`src/rtl/am_interval_timer_pkg.sv`:
```
// Shared encodings for the interval timer: controller states and timer modes.
package am_interval_timer_pkg;

    typedef enum logic {
        ST_IDLE = 1'b0,
        ST_RUN  = 1'b1
    } state_e;

    localparam logic MODE_ONESHOT  = 1'b0;
    localparam logic MODE_PERIODIC = 1'b1;

    localparam int unsigned STAGE_W = 4;

endpackage

```
`src/rtl/am_timer_stage.sv`:
```
// 4-bit synchronous up-counter stage with active-low sync clear/load and P/T enables.
module am_timer_stage
    import am_interval_timer_pkg::*;
(
    input  logic               cp,
    input  logic [STAGE_W-1:0] din,
    input  logic               p,
    input  logic               t,
    input  logic               load_,
    input  logic               clr_,
    output logic [STAGE_W-1:0] q,
    output logic               co
);

    always_ff @(posedge cp) begin
        if (!clr_) begin
            q <= '0;
        end else if (!load_) begin
            q <= din;
        end else if (p && t) begin
            q <= q + 1'b1;
        end
    end

    // Carry-out depends on T, not P, so it ripples through the chain regardless of gating.
    assign co = t & (&q);

endmodule

```
`src/rtl/am_interval_timer.sv`:
```
// Programmable interval timer: cascaded 4-bit stages sequenced by a two-state controller.
module am_interval_timer
    import am_interval_timer_pkg::*;
#(
    parameter int unsigned WIDTH = 8
) (
    input  logic             cp,
    input  logic             clr,
    input  logic             start,
    input  logic             stop,
    input  logic             mode,
    input  logic [WIDTH-1:0] preset,
    input  logic             gate,
    output logic [WIDTH-1:0] q,
    output logic             busy,
    output logic             tick,
    output logic             done
);

    localparam int unsigned NumStages = WIDTH / STAGE_W;

    state_e           state_q, state_d;
    logic             mode_q;
    logic [WIDTH-1:0] reload_q;
    logic             tick_q, tick_d;
    logic             done_q, done_d;

    logic             load;
    logic             capture;
    logic             cnt_en;
    logic             term;
    logic [WIDTH-1:0] din;

    logic [NumStages:0]   t_chain;
    logic [NumStages-1:0] co;

    always_comb begin
        state_d = state_q;
        load    = 1'b0;
        capture = 1'b0;
        cnt_en  = 1'b0;
        tick_d  = 1'b0;
        done_d  = 1'b0;
        unique case (state_q)
            ST_IDLE: begin
                if (start) begin
                    load    = 1'b1;
                    capture = 1'b1;
                    state_d = ST_RUN;
                end
            end
            ST_RUN: begin
                if (stop) begin
                    state_d = ST_IDLE;
                end else if (gate && term) begin
                    tick_d = 1'b1;
                    if (mode_q == MODE_PERIODIC) begin
                        load = 1'b1;
                    end else begin
                        done_d  = 1'b1;
                        state_d = ST_IDLE;
                    end
                end else if (gate) begin
                    cnt_en = 1'b1;
                end
            end
            default: state_d = ST_IDLE;
        endcase
    end

    // Terminal handling replaces the increment, so the chain never wraps past all ones.
    assign din = (state_q == ST_IDLE) ? preset : reload_q;

    always_ff @(posedge cp) begin
        if (clr) begin
            state_q  <= ST_IDLE;
            mode_q   <= MODE_ONESHOT;
            reload_q <= '0;
            tick_q   <= 1'b0;
            done_q   <= 1'b0;
        end else begin
            state_q <= state_d;
            tick_q  <= tick_d;
            done_q  <= done_d;
            if (capture) begin
                reload_q <= preset;
                mode_q   <= mode;
            end
        end
    end

    assign t_chain[0] = 1'b1;

    for (genvar k = 0; k < NumStages; k++) begin : g_stage
        am_timer_stage u_stage (
            .cp    (cp),
            .din   (din[k*STAGE_W +: STAGE_W]),
            .p     (cnt_en),
            .t     (t_chain[k]),
            .load_ (~load),
            .clr_  (~clr),
            .q     (q[k*STAGE_W +: STAGE_W]),
            .co    (co[k])
        );
        assign t_chain[k+1] = co[k];
    end

    assign term = t_chain[NumStages];
    assign busy = (state_q == ST_RUN);
    assign tick = tick_q;
    assign done = done_q;

endmodule

```
`config.mk`:
```
export PLATFORM = sky130hd
export DESIGN_NAME = am_interval_timer
export DESIGN_NICKNAME = d
export VERILOG_FILES = /design/src/rtl/am_interval_timer_pkg.sv /design/src/rtl/am_timer_stage.sv /design/src/rtl/am_interval_timer.sv
export SDC_FILE = /design/constraint.sdc
export NUM_CORES = 1
export LEC_CHECK = 0
export ABC_AREA = 1
export BUFFER_PORTS_ARGS = -buffer_cell sky130_fd_sc_hd__buf_2
export CAP_MARGIN = 20
export CORE_ASPECT_RATIO = 1.5
export CORE_MARGIN = 2
export CORE_UTILIZATION = 40
export CTS_CLUSTER_SIZE = 25
export DETAILED_ROUTE_END_ITERATION = 12
export HOLD_SLACK_MARGIN = 0.03
export PLACE_DENSITY = 0.74
export SETUP_SLACK_MARGIN = 0.5
export SLEW_MARGIN = 0
export SYNTH_ARGS = -nofsm -noshare
export SYNTH_HDL_FRONTEND = slang
export SYNTH_HIERARCHICAL = 1
export SYNTH_SLANG_ARGS = --single-unit
```
`constraint.sdc`:
```
create_clock -name cp -period 1.9 [get_ports cp]
set_input_delay 0.285 -clock cp [delete_from_list [all_inputs] [get_ports cp]]
set_output_delay 0.285 -clock cp [all_outputs]
set_load 0.02 [all_outputs]
```
**Word-level counts from Yosys, hierarchy flattened**

Index checks and enable logic that the tools add are counted.

- Register bits: 20
- RAM bits: 0
- Memory bits (read-only): 0
- Latch bits: 0
- Memories: 0

- Order comparisons: 0
- Bitwise operators: 3
- Add/sub/neg operators: 2
- Divide/modulo/power cells: 0
- Multipliers: 0
- Reduce and logical (&&, ||, !) cells: 8
- Shift operators: 0
- Mux-type cells: 20
- Equal/unequal tests: 0

Operator list:

| operator | number |
|---|---|
| two-way mux 4 bit | 4 |
| two-way mux 1 bit | 13 |
| adder 4 x 1 -> 4 bit, second input constant | 2 |
| two-way mux 8 bit | 1 |
| AND reduction 4 bit | 2 |
| case mux 1 bit (2 select lines) | 2 |
| nonzero test 2 bit | 2 |
| OR reduction 4 bit | 1 |
| OR reduction 3 bit | 1 |
| logical AND 1 bit | 2 |
| NOT 1 bit | 2 |
| AND 1 bit | 1 |

**Logic depth before layout (Yosys ltp)**

Gate-level depths: netlist (run 1).

- Depth after elaboration: 9
- Depth in mapped cells: 14

**Hierarchy**

The synthesis (run 1) kept the hierarchy.

Modules (own cells, without submodules):

| module | instances | cells an instance | area an instance (um2) |
|---|---|---|---|
| am_interval_timer | 1 | 98 | 618.1 |
| am_timer_stage | 2 | 38 | 241.5 |

**Worst setup path before layout (run 1)**

No wires, ideal clock.

- Kind: flip-flop to flip-flop
- From: reg g_stage[0].u_stage.q[0]
- To: reg g_stage[0].u_stage.q[2]
- Path slack: -0.093 ns
- Library setup time: 0.109 ns
- Stages on the path, launching flop included: 15
- Arrival: 1.883 ns
- Data required time: 1.791 ns
- Path through: dfxtp_1 > ha_1 > nand2_1 > nor2_1 > nand2_1 > nor2_1 > nand4_1 > nand2_1 > nand2_1 > nand2_2 > inv_1 > nand2_1 > nand3_1 > nand2_1 > inv_1

- Cells in the longest elaborated chain, start to end: 7
- Elaborated cells between the ends (all ways): 13

Ends and longest elaborated chain:

| element | line | text |
|---|---|---|
| start, declared | am_timer_stage.sv:11 | `output logic [STAGE_W-1:0] q,` |
| start signal, assigned | am_timer_stage.sv:19 | `q <= din;` |
| start signal, assigned | am_timer_stage.sv:21 | `q <= q + 1'b1;` |
| AND reduction 4 bit * | am_timer_stage.sv:26 | `assign co = t & (&q);` |
| named net co[0] | am_interval_timer.sv:35 | `logic [NumStages-1:0] co;` |
| AND 1 bit * | am_timer_stage.sv:26 |  |
| named net co[1] | am_interval_timer.sv:35 |  |
| logical AND 1 bit * | am_interval_timer.sv:55 | `end else if (gate && term) begin` |
| two-way mux 1 bit | am_interval_timer.sv:55 |  |
| two-way mux 1 bit | am_interval_timer.sv:53 | `if (stop) begin` |
| case mux 1 bit (2 select lines) / two-way mux 1 bit (equally long branches) | am_interval_timer.sv:44 | `unique case (state_q)` |
| two-way mux 4 bit / nonzero test 2 bit (equally long branches) | - |  |

The timed path passes the listed nets; every way through them passes the cells marked *. The select of a mux whose other input is x is not followed.
A chain may end at the register's enable or synchronous reset.

**Worst setup path after layout (run 1)**

- From: reg g_stage[0].u_stage.q[1]
- To: reg g_stage[0].u_stage.q[1]

Same word-level chain as after synthesis.

==> impl_results.md, run 1 <==
* Post-synthesis cell type count at 21
* Bufs on Longest Clock Path at 2
* Max Slew Vio Count at 0
* Global-route wire length before repair at approximately 4100 µm
* Core Region at approximately 2600 µm²
* GPL Wtd Cong at between 0.8 and 0.9
* Detail Placement HPWL at roughly 1700 µm
* CP startpoint kind: flop
* Hold EP: mode_q
* Crit share post-route at 0.913
* Fin Hold WS at 243 ps
* Total chip power at around 1000 µW
* Number of max-cap violations at 0
* Final #Nets at 230
* Clock root cell: clkbuf_8
* Number of synthesized register bits at 20
* Pleak at between 0.0007 and 0.0008 µW
* Worst endpoint required time at 2080 ps
* Worst r2r dst: g_stage[0].u_stage/q[1]
* Synth Warn # at 6
* Most common cell after layout, fill and taps aside: nand2_1
* Clock latency on the worst-skew pair at approximately 260 ps
* Rows at 23
* # setup viols final at 0
* Crit path max fanout at 6
* Post-synthesis sequential area ratio at 0.364
* Layout cell share with drive strength beyond 1 at 0.319
* Drt drc at 0
* Skew final at approximately 0.86 ps
* Vias in the first global route at just over 1000
* Largest net degree at the start of global routing at 20
* Depth of the most critical reg-to-reg path at 12
* Post-DRT Antenna Nets at 0
* Min Clock Period, post-route at ~1700 ps
* Die W at 46.8 µm
* CTS tree: built
* I/O pin count at 25
* Mapped Area at around 1100 µm²
* Max IR drop VDD at between 300 and 400 µV
* R2R Path Start: g_stage[0].u_stage/q[1]
* Fin. Hold Viols at 0
* Power density cells at just over 700 nW/µm²
* H-tree levels at 1
* Crit path arrival time at between 1500 and 2000 ps
* Synthesized instance count at about 170
* Chip height at 68.3 µm
* Via density at 4.62
* Largest cells by area after synthesis: dfxtp_1 36%, nand2_1 19%, nor2_1 9.9%, inv_1 6.5%, o21ai_0 5.5%
* Synth-to-layout area growth at 32.5%
* Starting density of the core at 0.416
* Overall routing resource usage at 0.175
* Reg-to-reg slack, setup at between 150 and 200 ps
* Max Fclk at ~580 MHz
* Critical Path Source: g_stage[0].u_stage/q[1]
* Total CTS buffers at 3
* HP Start: mode
* Clk slew on worst S/H paths at 70 ps
* HP Class: in2reg
* Setup_tns at 0 ps
* # diodes at 0
* DR pass1 iterations at 4
* Clock Sinks at 20
* Syn avg cell area at around 6.3 µm²
* DR iter-0 viols at 19
* CP Class: reg2reg
* Most frequent cells in the layout: 52 x nand2_1, 27 x nor2_1, 24 x buf_2, 17 x inv_1, 15 x dfxtp_1
* Wire length per cell at ~9.8 µm
* Yosys top cell by area: dfxtp_1
* CP Capture Type: flop
* PortBufs at 24
* Hold depth at 3
* Die area at about 3200 µm²
* Outcome: finished clean
* Placed Instances at 234
* Total Wirelength at roughly 2500 µm
* Antenna violations before repair at 0
* RSZ-0062 raised after global routing: true
* Grt ovf at 0
* Vias at about 1200
* Top-area cell type share of the netlist area at 0.364
* Post-Layout Cell Count at 250
## sequential cells by signal, indices dropped and copies added, names as in the netlist
| name | flops |
|---|---|
| busy | 1 |
| done | 1 |
| g_stage.u_stage/q | 8 |
| mode_q | 1 |
| reload_q | 8 |
| tick | 1 |
## metrics by stage
| step | utilization | instance area [µm²] | setup slack [ps] |
|---|---|---|---|
| floorplan | - | 1150 | 295 |
| global placement | 0.492 | 1300 | 194 |
| detailed placement | 0.492 | 1300 | 173 |
| CTS | 0.530 | 1400 | 236 |
| global route | 0.551 | 1460 | 19.9 |
| finish | 0.551 | 1460 | 166 |
## synth_stat cells (all sizes together)
master	count
nand2	58
nor2	32
inv	23
dfxtp	20
o21ai	12
nand3	9
buf	4
nand4	3
a211oi	2
a21oi	2
a31oi	2
ha	2
or2	2
conb	1
nor3	1
nor3b	1
## layout make-up
class	count	area, µm²
Fill cell	279	1190
Multi-Input combinational cell	129	649
Sequential cell	20	412
Timing Repair Buffer	37	218
Inverter	23	88.8
Tap cell	37	46.3
Clock buffer	3	41.3
Clock inverter	1	3.75
## logic make-up (layout without fill, tap and decap cells)
group	after synthesis	in the layout	share of synthesized area
flip-flops	20	20	0.364
other	1	2	0.00341
AND/OR/NAND/NOR	106	107	0.414
buffers and inverters	27	64	0.108
adder cells (fa/ha/maj)	2	2	0.0227
AO/OA/AOI/OAI	18	18	0.0886
## worst max-delay path by stage
stage,endpoint,slack (ps),cells after the start
2_1_floorplan,g_stage[0].u_stage/q[2],290,14
3_3_place_gp,g_stage[0].u_stage/q[2],190,14
3_5_place_dp,g_stage[0].u_stage/q[2],170,14
4_1_cts,g_stage[0].u_stage/q[2],240,14
5_1_grt,g_stage[0].u_stage/q[3],20,13
6_report,g_stage[0].u_stage/q[1],170,12
## metal layers
layer  GRT usage  up-vias  part of all wire  routed length, µm
met5           0        -                 0                  0
met4      0.0972        0             0.026                 63
met3      0.0237        7             0.027                 67
met2       0.313       22              0.54               1330
met1       0.188      510              0.41                997
li1            -      615                 -                  -
## power breakdown
group          internal (µW)  total [µW]  switching, µW
logic                    108         262            155
registers                455         485           29.5
clock network            144         288            143
## critical path, cell delays in order, from the launching register on
cell and delay [ps]:
dfxtp_4 370, ha_4 130, nand2_2 60, nor2_2 100
nand2_1 80, nor2_2 140, nand4_1 120, nand2_2 130
nand2_4 110, nand2_4 90, buf_4 100, o21ai_0 60
a31oi_1 160
## repair_timing
action                                  CTS  global route
buffers inserted                          6             5
pin swaps                                 2             3
endpoints found under the setup margin    8             8
resized for setup                         2             6
cloned                                    1             0
hold buffers                              0             0
No activity file was read; power rests on OpenSTA's default activity.
==> run 2: changes to the inputs <==
Settings changed: PLACE_DENSITY 0.74 to unset.
==> run 2 against run 1 <==
  * Sequential share of layout area rose by 1.4 points
  * Hold slack gained 23 ps
  * Global-route usage is 0.32 points lower
  * Fmax up 7.5%
  * Clock power barely moved
  * Core utilization shrank 1.7 points
  * Wire length is 1.9% lower
  * Critical path depth up 2
  * First-iteration DRC count up 63%
  * Critical path type unchanged
  * Register-to-register slack better by 120 ps
  * Largest power group unchanged
  * Die area did not move
==> impl_results.md, run 2 (synthesis results as in run 1) <==
* PortBufs at 24 (unchanged)
* Starting density of the core at 0.416 (unchanged)
* Grt ovf at 0 (unchanged)
* CTS tree: built (unchanged)
* Worst path slowest cell: dfxtp_4 (unchanged)
* # diodes at 0 (unchanged)
* Clock latency on the worst-skew pair at 250 ps (was 260 ps)
* CP Capture Type: flop (unchanged)
* Worst path cell trace: ha_4 > nand2_4 > nor2_4 > nand2_2 > nor2_4 > nand4_1 > nand2_2 > nand2_4 > inv_2 > nor2_2 > nand3_1 > nand3_1 > nand2_1 > inv_1 (was ha_4 > nand2_2 > nor2_2 > nand2_1 > nor2_2 > nand4_1 > nand2_2 > nand2_4 > nand2_4 > buf_4 > o21ai_0 > a31oi_1)
* H-tree levels at 1 (unchanged)
* Fin util at 0.534 (was 0.551)
* CP startpoint kind: flop (unchanged)
* Critical Path Max Stage Delay at 360 ps (was 370 ps)
* Internal Power at 697 µW (was 707 µW)
* Post-cts hold buffer count at 0 (unchanged)
* Multi-input gate area at 662 µm² (was 649 µm²)
* Drt drc at 0 (unchanged)
* Clock root cell: clkbuf_8 (unchanged)
* Detail Placement HPWL at 1800 µm (was 1700 µm)
* Sw Pwr at 323 µW (was 328 µW)
* Total Wirelength at 2410 µm (was 2460 µm)
* Clock Sinks at 20 (unchanged)
* Post-DRT Antenna Nets at 0 (unchanged)
* Global-route wire length before repair at 4090 µm (was 4080 µm)
* Clk slew on worst S/H paths at 80 ps (was 70 ps)
* I/O pin count at 25 (unchanged)
* Crit path arrival time at 1770 ps (was 1920 ps)
* Most common cell after layout, fill and taps aside: nand2_1 (unchanged)
* Crit share post-route at 0.849 (was 0.913)
* Largest registers: g_stage.u_stage/q x8, reload_q x8 (unchanged)
* Combinational fraction of design power at 0.238 (was 0.254)
* Pleak at 0.000701 µW (was 0.000728 µW)
* Die area at 3200 µm² (unchanged)
* DP Area at 1300 µm² (unchanged)
* Number of max-cap violations at 0 (unchanged)
* GPL Wtd Cong at 0.825 (was 0.803)
* Chip height at 68.3 µm (unchanged)
* Fin. Hold Viols at 0 (unchanged)
* Final #Nets at 221 (was 230)
* Die W at 46.8 µm (unchanged)
* Fill cell count at 289 (was 279)
* Total chip power at 1020 µW (was 1030 µW)
* Antenna violations before repair at 0 (unchanged)
* Flop pwr share at 0.477 (was 0.468)
* Vias at 1110 (was 1154)
* Max Slew Vio Count at 0 (unchanged)
* RSZ-0062 raised after global routing: true (unchanged)
* Min Clock Period, post-route at 1610 ps (was 1730 ps)
* Outcome: finished clean (unchanged)
* # setup viols final at 0 (unchanged)
* Vias in the first global route at 1023 (was 1030)
* Core Region at 2650 µm² (unchanged)
* Fin area at 1410 µm² (was 1460 µm²)
* Total CTS buffers at 3 (unchanged)
* Crit path max fanout at 6 (unchanged)
* Most frequent cells in the layout: 49 x nand2_1, 26 x nor2_1, 24 x buf_2, 17 x inv_1, 14 x dfxtp_1 (was 52 x nand2_1, 27 x nor2_1, 24 x buf_2, 17 x inv_1, 15 x dfxtp_1)
* Wire length per cell at 10.0 µm (was 9.84 µm)
* Skew final at 1.81 ps (was 0.862 ps)
* Worst endpoint required time at 2060 ps (was 2080 ps)
* Power density cells at 722 nW/µm² (was 709 nW/µm²)
* Layout cell share with drive strength beyond 1 at 0.299 (was 0.319)
* HP Class: in2reg (unchanged)
* Bufs on Longest Clock Path at 2 (unchanged)
* Synth-to-layout area growth at 28.3% (was 32.5%)
* Setup_tns at 0 ps (unchanged)
* Clk pwr share at 0.285 (was 0.278)
* Max Fclk at 620 MHz (was 577 MHz)
* DR iter-0 viols at 31 (was 19)
* CP Class: reg2reg (unchanged)
* Fin Hold WS at 266 ps (was 243 ps)
* Largest net degree at the start of global routing at 20 (unchanged)
* Crit path max-delay family: simple AND/OR/NAND/NOR gates (unchanged)
* DR pass1 iterations at 4 (unchanged)
* Register Area at 418 µm² (was 412 µm²)
* Rows at 23 (unchanged)
* CP bufs+invs at 2 (was 1)
* Switching Fraction at 0.317 (about the same)
* Max IR drop VDD at 414 µV (was 355 µV)
* Overall routing resource usage at 0.172 (was 0.175)
* Via density at 4.61 (was 4.62)
==> run 2: layout make-up <==
type | count | share of cell area
multi-input cells | 129 | 0.469
clock buffers | 4 | 0.0319
flip-flops and latches | 20 | 0.296
well taps | 37 | 0.0328
repair buffers | 28 | 0.106
inverters | 23 | 0.0647
==> run 2: per-layer routing <==
metal  global-route usage  vias up  share of wire
met5                    0        -              0
met4               0.0625        0          0.015
met3               0.0237        4          0.027
met2                0.312       21           0.53
met1                0.196      486           0.43
li1                     -      599              -
==> run 2: power by group through the flow <==
stage | sequential [µW] | combinational, µW | clock [µW]
4_1_cts | 486 | 240 | 301
2_1_floorplan | 515 | 146 | 0
5_1_grt | 491 | 279 | 320
6_report | 486 | 243 | 291
3_3_place_gp | 496 | 222 | 0
3_5_place_dp | 498 | 223 | 0
==> run 2: worst paths after layout <==
path | startpoint | endpoint | slack (ps) | depth (start not counted)
max | g_stage[0].u_stage/q[1] | g_stage[0].u_stage/q[2] | 290 | 14
min | mode | mode_q | 270 | 3
max reg2reg | g_stage[0].u_stage/q[1] | g_stage[0].u_stage/q[2] | 290 | 14
min reg2reg | mode_q | done | 470 | 1
==> run 2: timing repair <==
item | CTS | global route
pin swaps | 2 | 0
gates resized for setup | 4 | 11
endpoints found under the setup margin | 8 | 8
hold endpoints to repair | 0 | 0
setup buffers | 2 | 0
gates cloned | 1 | 0
==> run 2: per-stage QoR <==
stage          instances  setup slack, ps
2_1_floorplan        175              295
3_3_place_gp         234              224
3_5_place_dp         234              217
4_1_cts              241              259
5_1_grt              241              157
6_report             241              286
==> run 2: worst min-delay path: stages <==
cell    delay [ps]
buf_2           70
nor2_1          40
nor2_1          90
==> run 3: changes to the inputs <==
Clock period 1.9 ns to 1.41 ns, I/O delays scaled along.
==> run 3 against run 2 <==
  * The flow now finishes with violations (setup timing)
  * Die area did not move
  * Cell area rose by 31%
  * First-iteration DRC count up 39%
  * Largest cell class unchanged
  * Highest routed layer unchanged
==> impl_results.md, run 3 (synthesis results as in run 1) <==
* Vias at 1307 (was 1110)
* Switching Fraction at 0.313 (was 0.317)
* CTS tree: built (unchanged)
* Clock latency on the worst-skew pair at 270 ps (was 250 ps)
* Via density at 4.77 (was 4.61)
* Crit path max fanout at 6 (unchanged)
* Crit path arrival time at 1920 ps (was 1770 ps)
* Final WS setup at -339 ps (was 286 ps)
* Core Region at 2650 µm² (unchanged)
* I/O pin count at 25 (unchanged)
* Layout cell share with drive strength beyond 1 at 0.447 (was 0.299)
* DR iter-0 viols at 43 (was 31)
* Bufs on Longest Clock Path at 2 (unchanged)
* Max Slew Vio Count at 0 (unchanged)
* Largest net degree at the start of global routing at 18 (was 20)
* PortBufs at 24 (unchanged)
* Setup_tns at -2340 ps (was 0 ps)
* Internal Power at 1120 µW (was 697 µW)
* Outcome: finished with violations (was finished clean)
* Skew final at 6.79 ps (was 1.81 ps)
* Combinational fraction of design power at 0.323 (was 0.238)
* Wire length per cell at 11.8 µm (was 10.0 µm)
* Fin Hold WS at 158 ps (was 266 ps)
* Total Wirelength at 3230 µm (was 2410 µm)
* # setup viols final at 8 (was 0)
* Clk slew on worst S/H paths at 80 ps (about the same)
* Rows at 23 (unchanged)
* CP Capture Type: flop (unchanged)
* Fin. Hold Viols at 0 (unchanged)
* Overall routing resource usage at 0.203 (was 0.172)
* CP Class: reg2reg (unchanged)
* H-tree levels at 1 (unchanged)
* Post-Layout Cell Count at 274 (was 241)
* Pleak at 0.000903 µW (was 0.000701 µW)
* Synth-to-layout area growth at 67.5% (was 28.3%)
* Clk pwr share at 0.281 (was 0.285)
* Flop pwr share at 0.396 (was 0.477)
* Total CTS buffers at 3 (unchanged)
* GPL Wtd Cong at 0.780 (was 0.825)
* Power density cells at 887 nW/µm² (was 722 nW/µm²)
* Clock Sinks at 20 (unchanged)
* Largest registers: g_stage.u_stage/q x8, reload_q x8 (unchanged)
* Fin util at 0.697 (was 0.534)
* HP Class: in2reg (unchanged)
* Chip height at 68.3 µm (unchanged)
* Number of max-cap violations at 0 (unchanged)
* Drt drc at 0 (unchanged)
* Vias in the first global route at 1157 (was 1023)
* Detail Placement HPWL at 1940 µm (was 1800 µm)
* Most common cell after layout, fill and taps aside: nand2_1 (unchanged)
* RSZ-0062 raised after global routing: true (unchanged)
* Antenna violations before repair at 0 (unchanged)
* Final #Nets at 254 (was 221)
* Grt ovf at 0 (unchanged)
* Max IR drop VDD at 637 µV (was 414 µV)
* Starting density of the core at 0.416 (unchanged)
* Die W at 46.8 µm (unchanged)
* Most frequent cells in the layout: 50 x nand2_1, 25 x buf_4, 21 x nor2_1, 19 x buf_6, 17 x inv_1 (was 49 x nand2_1, 26 x nor2_1, 24 x buf_2, 17 x inv_1, 14 x dfxtp_1)
* DR pass1 iterations at 4 (unchanged)
* Placed Instances at 249 (was 234)
* Post-cts hold buffer count at 0 (unchanged)
* Min Clock Period, post-route at 1750 ps (was 1610 ps)
* Dpl ws at -289 ps (was 217 ps)
* Worst endpoint required time at 1580 ps (was 2060 ps)
* Max Fclk at 572 MHz (was 620 MHz)
* Global-route wire length before repair at 4640 µm (was 4090 µm)
* # diodes at 0 (unchanged)
* Clock root cell: clkbuf_8 (unchanged)
* Die area at 3200 µm² (unchanged)
* Crit share post-route at 1.24 (was 0.849)
* CP startpoint kind: flop (unchanged)
* Failing checks: setup timing
* Sw Pwr at 512 µW (was 323 µW)
* Post-DRT Antenna Nets at 0 (unchanged)
-- run 3: cell count changes in the layout (fill, tap and decap cells not counted), moves of 2 or more --
cell	previous run	this run
buf_4	4	25
buf_6	0	19
buf_2	24	13
dfxtp_1	14	9
dfxtp_2	2	7
nor2_1	26	21
nor2_2	3	7
a211oi_1	2	0
a211oi_2	0	2
nor2_4	2	4
o21ai_0	11	9
o21ai_1	1	3
-- run 3: worst paths after layout --
check,start,end,slack [ps],depth (start not counted)
worst max-delay path,g_stage[0].u_stage/q[0],g_stage[0].u_stage/q[2],-340,14
worst min-delay path,mode,mode_q,160,3
worst max register to register,g_stage[0].u_stage/q[0],g_stage[0].u_stage/q[2],-340,14
worst min register to register,reload_q[1],reload_q[1],470,2
-- run 3: area by class of cell --
class                           instances  area [µm²]
Sequential cell                        20         424
Tap cell                               37        46.3
Multi-Input combinational cell        130         698
Timing Repair Buffer                   60         527
Clock buffer                            4        55.1
Fill cell                             228         803
Inverter                               23        93.8
-- run 3: critical path, stage by stage (launching register included) --
cell,delay [ps]
dfxtp_4,360
ha_4,150
nand2_4,60
nor2_4,110
nand2_2,70
nor2_4,130
nand4_1,120
nand2_2,120
nand2_4,120
inv_4,90
nor2_4,50
nand3_2,80
nand3_1,80
nand2_1,70
inv_1,40
-- run 3: per-layer routing --
| metal | vias up | part of all wire | global-route usage |
|---|---|---|---|
| li1 | 668 | - | - |
| met1 | 602 | 0.39 | 0.199 |
| met2 | 32 | 0.57 | 0.389 |
| met3 | 5 | 0.021 | 0.0237 |
| met4 | 0 | 0.022 | 0.104 |
| met5 | - | 0 | 0 |
-- run 3: repair_timing --
action / CTS / global route
setup buffers: 8 / 10
resized for setup: 41 / 22
endpoints found under the setup margin: 29 / 29
gates cloned: 2 / 1
pin swaps: 7 / 25
-- run 3: stage by stage --
stage / cell area, µm² / total power (µW)
floorplan: 1160 / 891
global placement: 1420 / 1010
detailed placement: 1420 / 1020
CTS: 1670 / 1560
global route: 1840 / 1710
finish: 1840 / 1640
-- run 3: power groups by stage --
stage                     clock network, µW  logic (µW)  registers [µW]
after floorplan                           0         197             694
after global placement                    0         362             653
after detailed placement                  0         367             654
after CTS                               464         453             648
after global routing                    477         580             653
final                                   459         529             649
